File: config.mk
export PLATFORM = sky130hd
export DESIGN_NAME = h80bus_arbiter
export DESIGN_NICKNAME = d
export VERILOG_FILES = /design/src/rtl/h80bus_arbiter.sv
export SDC_FILE = /design/constraint.sdc
export NUM_CORES = 1
export LEC_CHECK = 0
export ABC_AREA = 1
export BUFFER_PORTS_ARGS = -buffer_cell sky130_fd_sc_hd__buf_2
export CAP_MARGIN = 10
export CORE_UTILIZATION = 42
export CTS_CLUSTER_SIZE = 16
export DETAILED_ROUTE_END_ITERATION = 10
export PLACE_DENSITY = 0.73
export SETUP_SLACK_MARGIN = 0.4
export SKIP_LAST_GASP = 1
export SYNTH_ARGS = -nofsm -noshare
export SYNTH_HDL_FRONTEND = slang
export SYNTH_SLANG_ARGS = --single-unit
File: constraint.sdc
create_clock -name clk -period 1.4 [get_ports clk]
set_input_delay 0.07 -clock clk [delete_from_list [all_inputs] [get_ports clk]]
set_output_delay 0.07 -clock clk [all_outputs]
set_load 0.01 [all_outputs]
File: src/rtl/h80bus_arbiter.sv
// ---------------------------------------------------------------------------
// h80bus_arbiter
//
// Two-master arbiter and transaction sequencer for the h80 bus. Master 0 is
// the h80cpu, master 1 is a secondary master (UART loader, debug DMA). One
// transaction runs at a time: IDLE picks a winner round-robin and launches
// the bus cycle, WAIT holds the bus until the slave releases bus_wait_n (or
// the timeout expires), DONE pulses the winner's done and returns to IDLE.
//
// Ports
//   clk, reset               single rising-edge clock, synchronous active-high reset
//   mX_req                   request, held by the master until its done
//   mX_io                    1 = IO space (iorq_n), 0 = memory space (mreq_n)
//   mX_addr/cmd/wdata        transaction address, command, write data
//   mX_gnt                   high for the whole granted transaction
//   mX_done                  one-cycle completion pulse
//   mX_err                   valid with done; 1 = aborted by timeout
//   mX_rdata                 captured read data, held until the next done
//   mreq_n, iorq_n           active-low slave strobes, never both low
//   bus_addr/cmd/wdata       registered bus fields of the current transaction
//   bus_rdata                slave read data
//   bus_wait_n               low while the slave is stalling
// ---------------------------------------------------------------------------
module h80bus_arbiter #(
  parameter int BUS_ADDR_WIDTH = 16,
  parameter int BUS_CMD_WIDTH  = 3,
  parameter int BUS_DATA_WIDTH = 32,
  parameter int WAIT_TIMEOUT   = 255
) (
  input  logic                      clk,
  input  logic                      reset,
  input  logic                      m0_req,
  input  logic                      m0_io,
  input  logic [BUS_ADDR_WIDTH-1:0] m0_addr,
  input  logic [BUS_CMD_WIDTH-1:0]  m0_cmd,
  input  logic [BUS_DATA_WIDTH-1:0] m0_wdata,
  output logic                      m0_gnt,
  output logic                      m0_done,
  output logic                      m0_err,
  output logic [BUS_DATA_WIDTH-1:0] m0_rdata,
  input  logic                      m1_req,
  input  logic                      m1_io,
  input  logic [BUS_ADDR_WIDTH-1:0] m1_addr,
  input  logic [BUS_CMD_WIDTH-1:0]  m1_cmd,
  input  logic [BUS_DATA_WIDTH-1:0] m1_wdata,
  output logic                      m1_gnt,
  output logic                      m1_done,
  output logic                      m1_err,
  output logic [BUS_DATA_WIDTH-1:0] m1_rdata,
  output logic                      mreq_n,
  output logic                      iorq_n,
  output logic [BUS_ADDR_WIDTH-1:0] bus_addr,
  output logic [BUS_CMD_WIDTH-1:0]  bus_cmd,
  output logic [BUS_DATA_WIDTH-1:0] bus_wdata,
  input  logic [BUS_DATA_WIDTH-1:0] bus_rdata,
  input  logic                      bus_wait_n
);

  // Counter only has to reach WAIT_TIMEOUT; the FSM leaves WAIT when it
  // does, so the counter can never increment past that value.
  localparam int CntWidth = (WAIT_TIMEOUT < 1) ? 1 : $clog2(WAIT_TIMEOUT + 1);
  localparam logic [CntWidth-1:0] TimeoutVal = CntWidth'(WAIT_TIMEOUT);

  typedef enum logic [1:0] {
    ST_IDLE = 2'd0,
    ST_WAIT = 2'd1,
    ST_DONE = 2'd2
  } state_t;

  state_t                    state_q;
  logic                      last_q;
  logic                      win_q;
  logic [CntWidth-1:0]       cnt_q;
  logic                      mreq_n_q;
  logic                      iorq_n_q;
  logic [BUS_ADDR_WIDTH-1:0] bus_addr_q;
  logic [BUS_CMD_WIDTH-1:0]  bus_cmd_q;
  logic [BUS_DATA_WIDTH-1:0] bus_wdata_q;
  logic                      m0_gnt_q;
  logic                      m1_gnt_q;
  logic                      m0_done_q;
  logic                      m1_done_q;
  logic                      m0_err_q;
  logic                      m1_err_q;
  logic [BUS_DATA_WIDTH-1:0] m0_rdata_q;
  logic [BUS_DATA_WIDTH-1:0] m1_rdata_q;

  logic                      win_d;
  logic                      sel_io_d;
  logic [BUS_ADDR_WIDTH-1:0] sel_addr_d;
  logic [BUS_CMD_WIDTH-1:0]  sel_cmd_d;
  logic [BUS_DATA_WIDTH-1:0] sel_wdata_d;

  // Round-robin: a lone requester wins; on a tie the master that was not
  // granted last wins. last_q resets to 1 so master 0 takes the first tie.
  always_comb begin
    win_d = 1'b0;
    if (m0_req && m1_req) begin
      win_d = ~last_q;
    end else if (m1_req) begin
      win_d = 1'b1;
    end
  end

  // Transaction fields of the selected master, latched at grant.
  always_comb begin
    sel_io_d    = m0_io;
    sel_addr_d  = m0_addr;
    sel_cmd_d   = m0_cmd;
    sel_wdata_d = m0_wdata;
    if (win_d) begin
      sel_io_d    = m1_io;
      sel_addr_d  = m1_addr;
      sel_cmd_d   = m1_cmd;
      sel_wdata_d = m1_wdata;
    end
  end

  // Sequencer FSM. done is a one-cycle pulse, so it defaults low every
  // cycle. Bus address/command/data are left untouched after completion;
  // only the strobes return to idle.
  always_ff @(posedge clk) begin
    if (reset) begin
      state_q     <= ST_IDLE;
      last_q      <= 1'b1;
      win_q       <= 1'b0;
      cnt_q       <= '0;
      mreq_n_q    <= 1'b1;
      iorq_n_q    <= 1'b1;
      bus_addr_q  <= '0;
      bus_cmd_q   <= '0;
      bus_wdata_q <= '0;
      m0_gnt_q    <= 1'b0;
      m1_gnt_q    <= 1'b0;
      m0_done_q   <= 1'b0;
      m1_done_q   <= 1'b0;
      m0_err_q    <= 1'b0;
      m1_err_q    <= 1'b0;
      m0_rdata_q  <= '0;
      m1_rdata_q  <= '0;
    end else begin
      m0_done_q <= 1'b0;
      m1_done_q <= 1'b0;
      case (state_q)
        ST_IDLE: begin
          if (m0_req || m1_req) begin
            win_q       <= win_d;
            last_q      <= win_d;
            bus_addr_q  <= sel_addr_d;
            bus_cmd_q   <= sel_cmd_d;
            bus_wdata_q <= sel_wdata_d;
            mreq_n_q    <= sel_io_d;
            iorq_n_q    <= ~sel_io_d;
            m0_gnt_q    <= ~win_d;
            m1_gnt_q    <= win_d;
            cnt_q       <= '0;
            state_q     <= ST_WAIT;
          end
        end
        ST_WAIT: begin
          // Completion and timeout abort share one path; only the data
          // captured and the err flag differ.
          if (bus_wait_n || (cnt_q == TimeoutVal)) begin
            if (win_q) begin
              m1_rdata_q <= bus_wait_n ? bus_rdata : '1;
              m1_err_q   <= ~bus_wait_n;
              m1_done_q  <= 1'b1;
            end else begin
              m0_rdata_q <= bus_wait_n ? bus_rdata : '1;
              m0_err_q   <= ~bus_wait_n;
              m0_done_q  <= 1'b1;
            end
            mreq_n_q <= 1'b1;
            iorq_n_q <= 1'b1;
            state_q  <= ST_DONE;
          end else begin
            cnt_q <= cnt_q + 1'b1;
          end
        end
        ST_DONE: begin
          m0_gnt_q <= 1'b0;
          m1_gnt_q <= 1'b0;
          state_q  <= ST_IDLE;
        end
        default: begin
          state_q <= ST_IDLE;
        end
      endcase
    end
  end

  assign m0_gnt    = m0_gnt_q;
  assign m1_gnt    = m1_gnt_q;
  assign m0_done   = m0_done_q;
  assign m1_done   = m1_done_q;
  assign m0_err    = m0_err_q;
  assign m1_err    = m1_err_q;
  assign m0_rdata  = m0_rdata_q;
  assign m1_rdata  = m1_rdata_q;
  assign mreq_n    = mreq_n_q;
  assign iorq_n    = iorq_n_q;
  assign bus_addr  = bus_addr_q;
  assign bus_cmd   = bus_cmd_q;
  assign bus_wdata = bus_wdata_q;

endmodule

==> impl_metrics.py <==
metrics = {
    "setup_path": {
        "end_kind": "flop",
        "crit_fanout": 8,
        "worstPathRequired_ns": 1.66,
        "reg2regPathDepth": 8,
        "startpoint_type": "flop",
        "crit_type": "flop to flop",
        "worst_ep_arrival_time_ns": 2.14,
    },
    "placement": {
        "placedCellCount": 1214,
        "io_buffer_count": 263,
        "gp_congestion": 0.890,
        "dp_hpwl_um": 12100,
    },
    "timing": {
        "rsz0062_at_grt": "true",
        "finalMaxSlewViolations": 0,
        "setup_violations": 129,
        "fin_crit_sh_pct": 134,
        "finClkSkew_ns": 0.0205,
        "setup_tns_ns": -14.69,
        "hold_slack_ns": 0.0165,
        "period_minus_slack_ns": 1.88,
        "tightest_slew_ns": 0.876,
        "relSlewSlack_pct": 41.6,
        "fmax_mhz": 533,
        "layout_setup_ws_ns": -0.478,
        "final_hold_viol_count": 0,
    },
    "flow_run": {
        "timing.max_cap.violations": 0,
    },
    "global_route": {
        "grt_max_degree": 67,
        "grt_antenna_before_repair": 6,
        "overflow": 0,
        "grt_pass1_wl_um": 38100,
        "grt_pass1_vias": 7629,
        "grt.total_usage_pct": 34.4,
    },
    "clocking": {
        "clk_pin_slew_ns": 0.07,
        "cts.sinks": 135,
        "cts_root_buffer": "clkbuf_16",
        "htreeDepth": 4,
        "cts_tree": "built",
        "clkLatencyLatePin_ns": 0.43,
        "clockBufferDepth": 2,
        "cts_buffers": 17,
    },
    "logic_synthesis": {
        "synth_most_common_cell": "nand2_1",
        "synth_edf_count": 0,
        "avgSynthCellArea_um2": 7.18,
        "ys_top_cells_by_count": "nand2_1 (246), dfxtp_1 (135), inv_1 (110)",
        "async_reset_ff_share_pct": 0,
        "syn_inst": 802,
        "yosys.area.top_type": "dfxtp_1",
        "synth_cell_types": 25,
        "yosys.area.top_type_share_pct": 47.0,
        "ys_ff_latch": 135,
        "syn_area_um2": 5760,
        "postSynthNetCount": 944,
        "ys_seq_area_share_pct": 47.0,
        "synth_warnings": 0,
        "synthFlopType": "dfxtp_1",
        "synthTopCellsByArea": "dfxtp_1 (47%), nand2_1 (16%), inv_1 (7.2%)",
    },
    "routing": {
        "highest_layer": "met5",
        "first_pass_iters": 7,
        "antenna_left": 0,
        "dr_total_vias": 8511,
        "vias_per_cell": 6.03,
        "wirelength_met1_um": 10800,
        "drt_iter0_drc": 1089,
        "drc_errors": 0,
        "dr_wl_met3_um": 4280,
        "dr_wl_met2_um": 13800,
        "wl_um": 32200,
        "avgRoutedWirePerCell_um": 22.8,
    },
    "power": {
        "p_leak_nw": 4.94,
        "ir_worst_vdd_v": 0.000942,
        "power_density_nw_per_um2": 1120,
    },
    "outcome": {
        "status": "finished, violations left",
        "failed_checks": "negative setup slack",
    },
    "finish": {
        "drive_gt1_share_pct": 45.0,
        "syn2layout_area_growth_pct": 85.1,
        "nets": 1361,
        "fin_cells": 1411,
    },
    "floorplan": {
        "core_area_um2": 13300,
        "die_area_um2": 14200,
        "chipWidth_um": 119,
        "die_h_um": 119,
        "start_util_pct": 43.3,
        "num_rows": 42,
        "io_pins": 264,
    },
    "worst_hold_path": {
        "hold_path_depth": 5,
        "hold_path.class": "input pin to flop",
    },
}
per-stage QoR:
stage               setup slack, ns  util (%)  cell area, um2  total power, mW
floorplan                     0.112         -            5850             5.23
global placement             0.0493      55.9            7430             5.92
detailed placement         -0.00673      55.9            7430             5.94
CTS                          0.0346      73.2            9730             11.0
global route                 -0.462      80.1           10700             12.2
finish                       -0.478      80.1           10700             12.0
layout make-up:
type	instances	area (um2)
repair buffers	456	3780
clock buffers	21	460
fillers	704	2640
flip-flops and latches	135	2770
well taps	176	220
clock inverters	11	124
multi-input cells	494	2860
inverters	115	444
diodes	3	7.51
path summary, 6_finish.rpt:
kind,start,endpoint,slack [ns]
hold / removal,bus_rdata[22],m1_rdata[22],0.02
setup / recovery,state_q[1],bus_addr[0],-0.48
setup reg to reg,state_q[1],bus_addr[0],-0.48
hold reg to reg,m1_rdata[18],m1_rdata[18],0.44
flip-flops by register name, summed over array words and instances (netlist names), 2 cells and up:
register	flops
bus_wdata	32
m0_rdata	32
m1_rdata	32
bus_addr	16
cnt_q	8
bus_cmd	3
state_q	2
layout by cell type, fill, tap and decap left out, types with 3 or more instances in the layout:
| cell type | count |
|---|---|
| a31oi_1 | 41 |
| buf_16 | 10 |
| a21oi_1 | 50 |
| diode_2 | 3 |
| nand2_4 | 19 |
| buf_2 | 244 |
| a31oi_2 | 5 |
| buf_12 | 18 |
| buf_8 | 5 |
| nor2_1 | 17 |
| o21ai_2 | 8 |
| clkbuf_16 | 25 |
| dlygate4sd3_1 | 100 |
| nand3_1 | 9 |
| nor2_2 | 3 |
| clkinvlp_4 | 3 |
| inv_2 | 3 |
| dfxtp_2 | 47 |
| nor2_4 | 4 |
| buf_6 | 30 |
| nand2_1 | 192 |
| inv_1 | 107 |
| nand4_1 | 66 |
| nand2_2 | 35 |
| nand3_4 | 3 |
| buf_4 | 41 |
| a21oi_2 | 28 |
| dfxtp_1 | 87 |
| clkinv_2 | 3 |
worst max-delay path: stages, from the launching register on:
cell	delay, ns
dfxtp_4	0.36
nor2_4	0.12
o21ai_4	0.10
nor2_4	0.16
buf_12	0.13
buf_8	0.12
buf_16	0.13
nand2_1	0.05
a31oi_1	0.53
logic make-up (layout without fill, tap and decap cells):
| logic type | count (synthesis) | after routing | synth area share (%) |
|---|---|---|---|
| AOI/OAI and AO/OA | 140 | 140 | 13.3 |
| xor gates and xnor gates | 1 | 1 | 0.152 |
| adders and majority gates | 1 | 1 | 0.217 |
| buffers and inverters | 173 | 603 | 12.7 |
| DFF | 135 | 135 | 47.0 |
| other | 0 | 3 | 0 |
| and+or+nand+nor | 352 | 352 | 26.7 |
metal layers:
metal  global-route usage [%]  vias to the layer above
li1                         -                     3442
met1                     36.6                     3824
met2                     57.5                      913
met3                     9.34                      328
met4                     27.1                        4
met5                        0                        -
what timing repair did:
| item | CTS | global route |
|---|---|---|
| pin swaps | 21 | 51 |
| hold endpoints to repair | 52 | 0 |
| hold buffers | 100 | 0 |
| setup buffers | 25 | 17 |
| resized for setup | 70 | 171 |
| setup endpoints to repair | 136 | 189 |
| gates cloned | 10 | 10 |
power by group:
part | total [mW] | internal [mW] | switching (mW)
logic | 3.09 | 1.46 | 1.63
registers | 4.32 | 4.12 | 0.199
clock network | 4.58 | 2.72 | 1.86
total | 12.0 | 8.30 | 3.68
No activity file was read; power rests on OpenSTA's default activity.
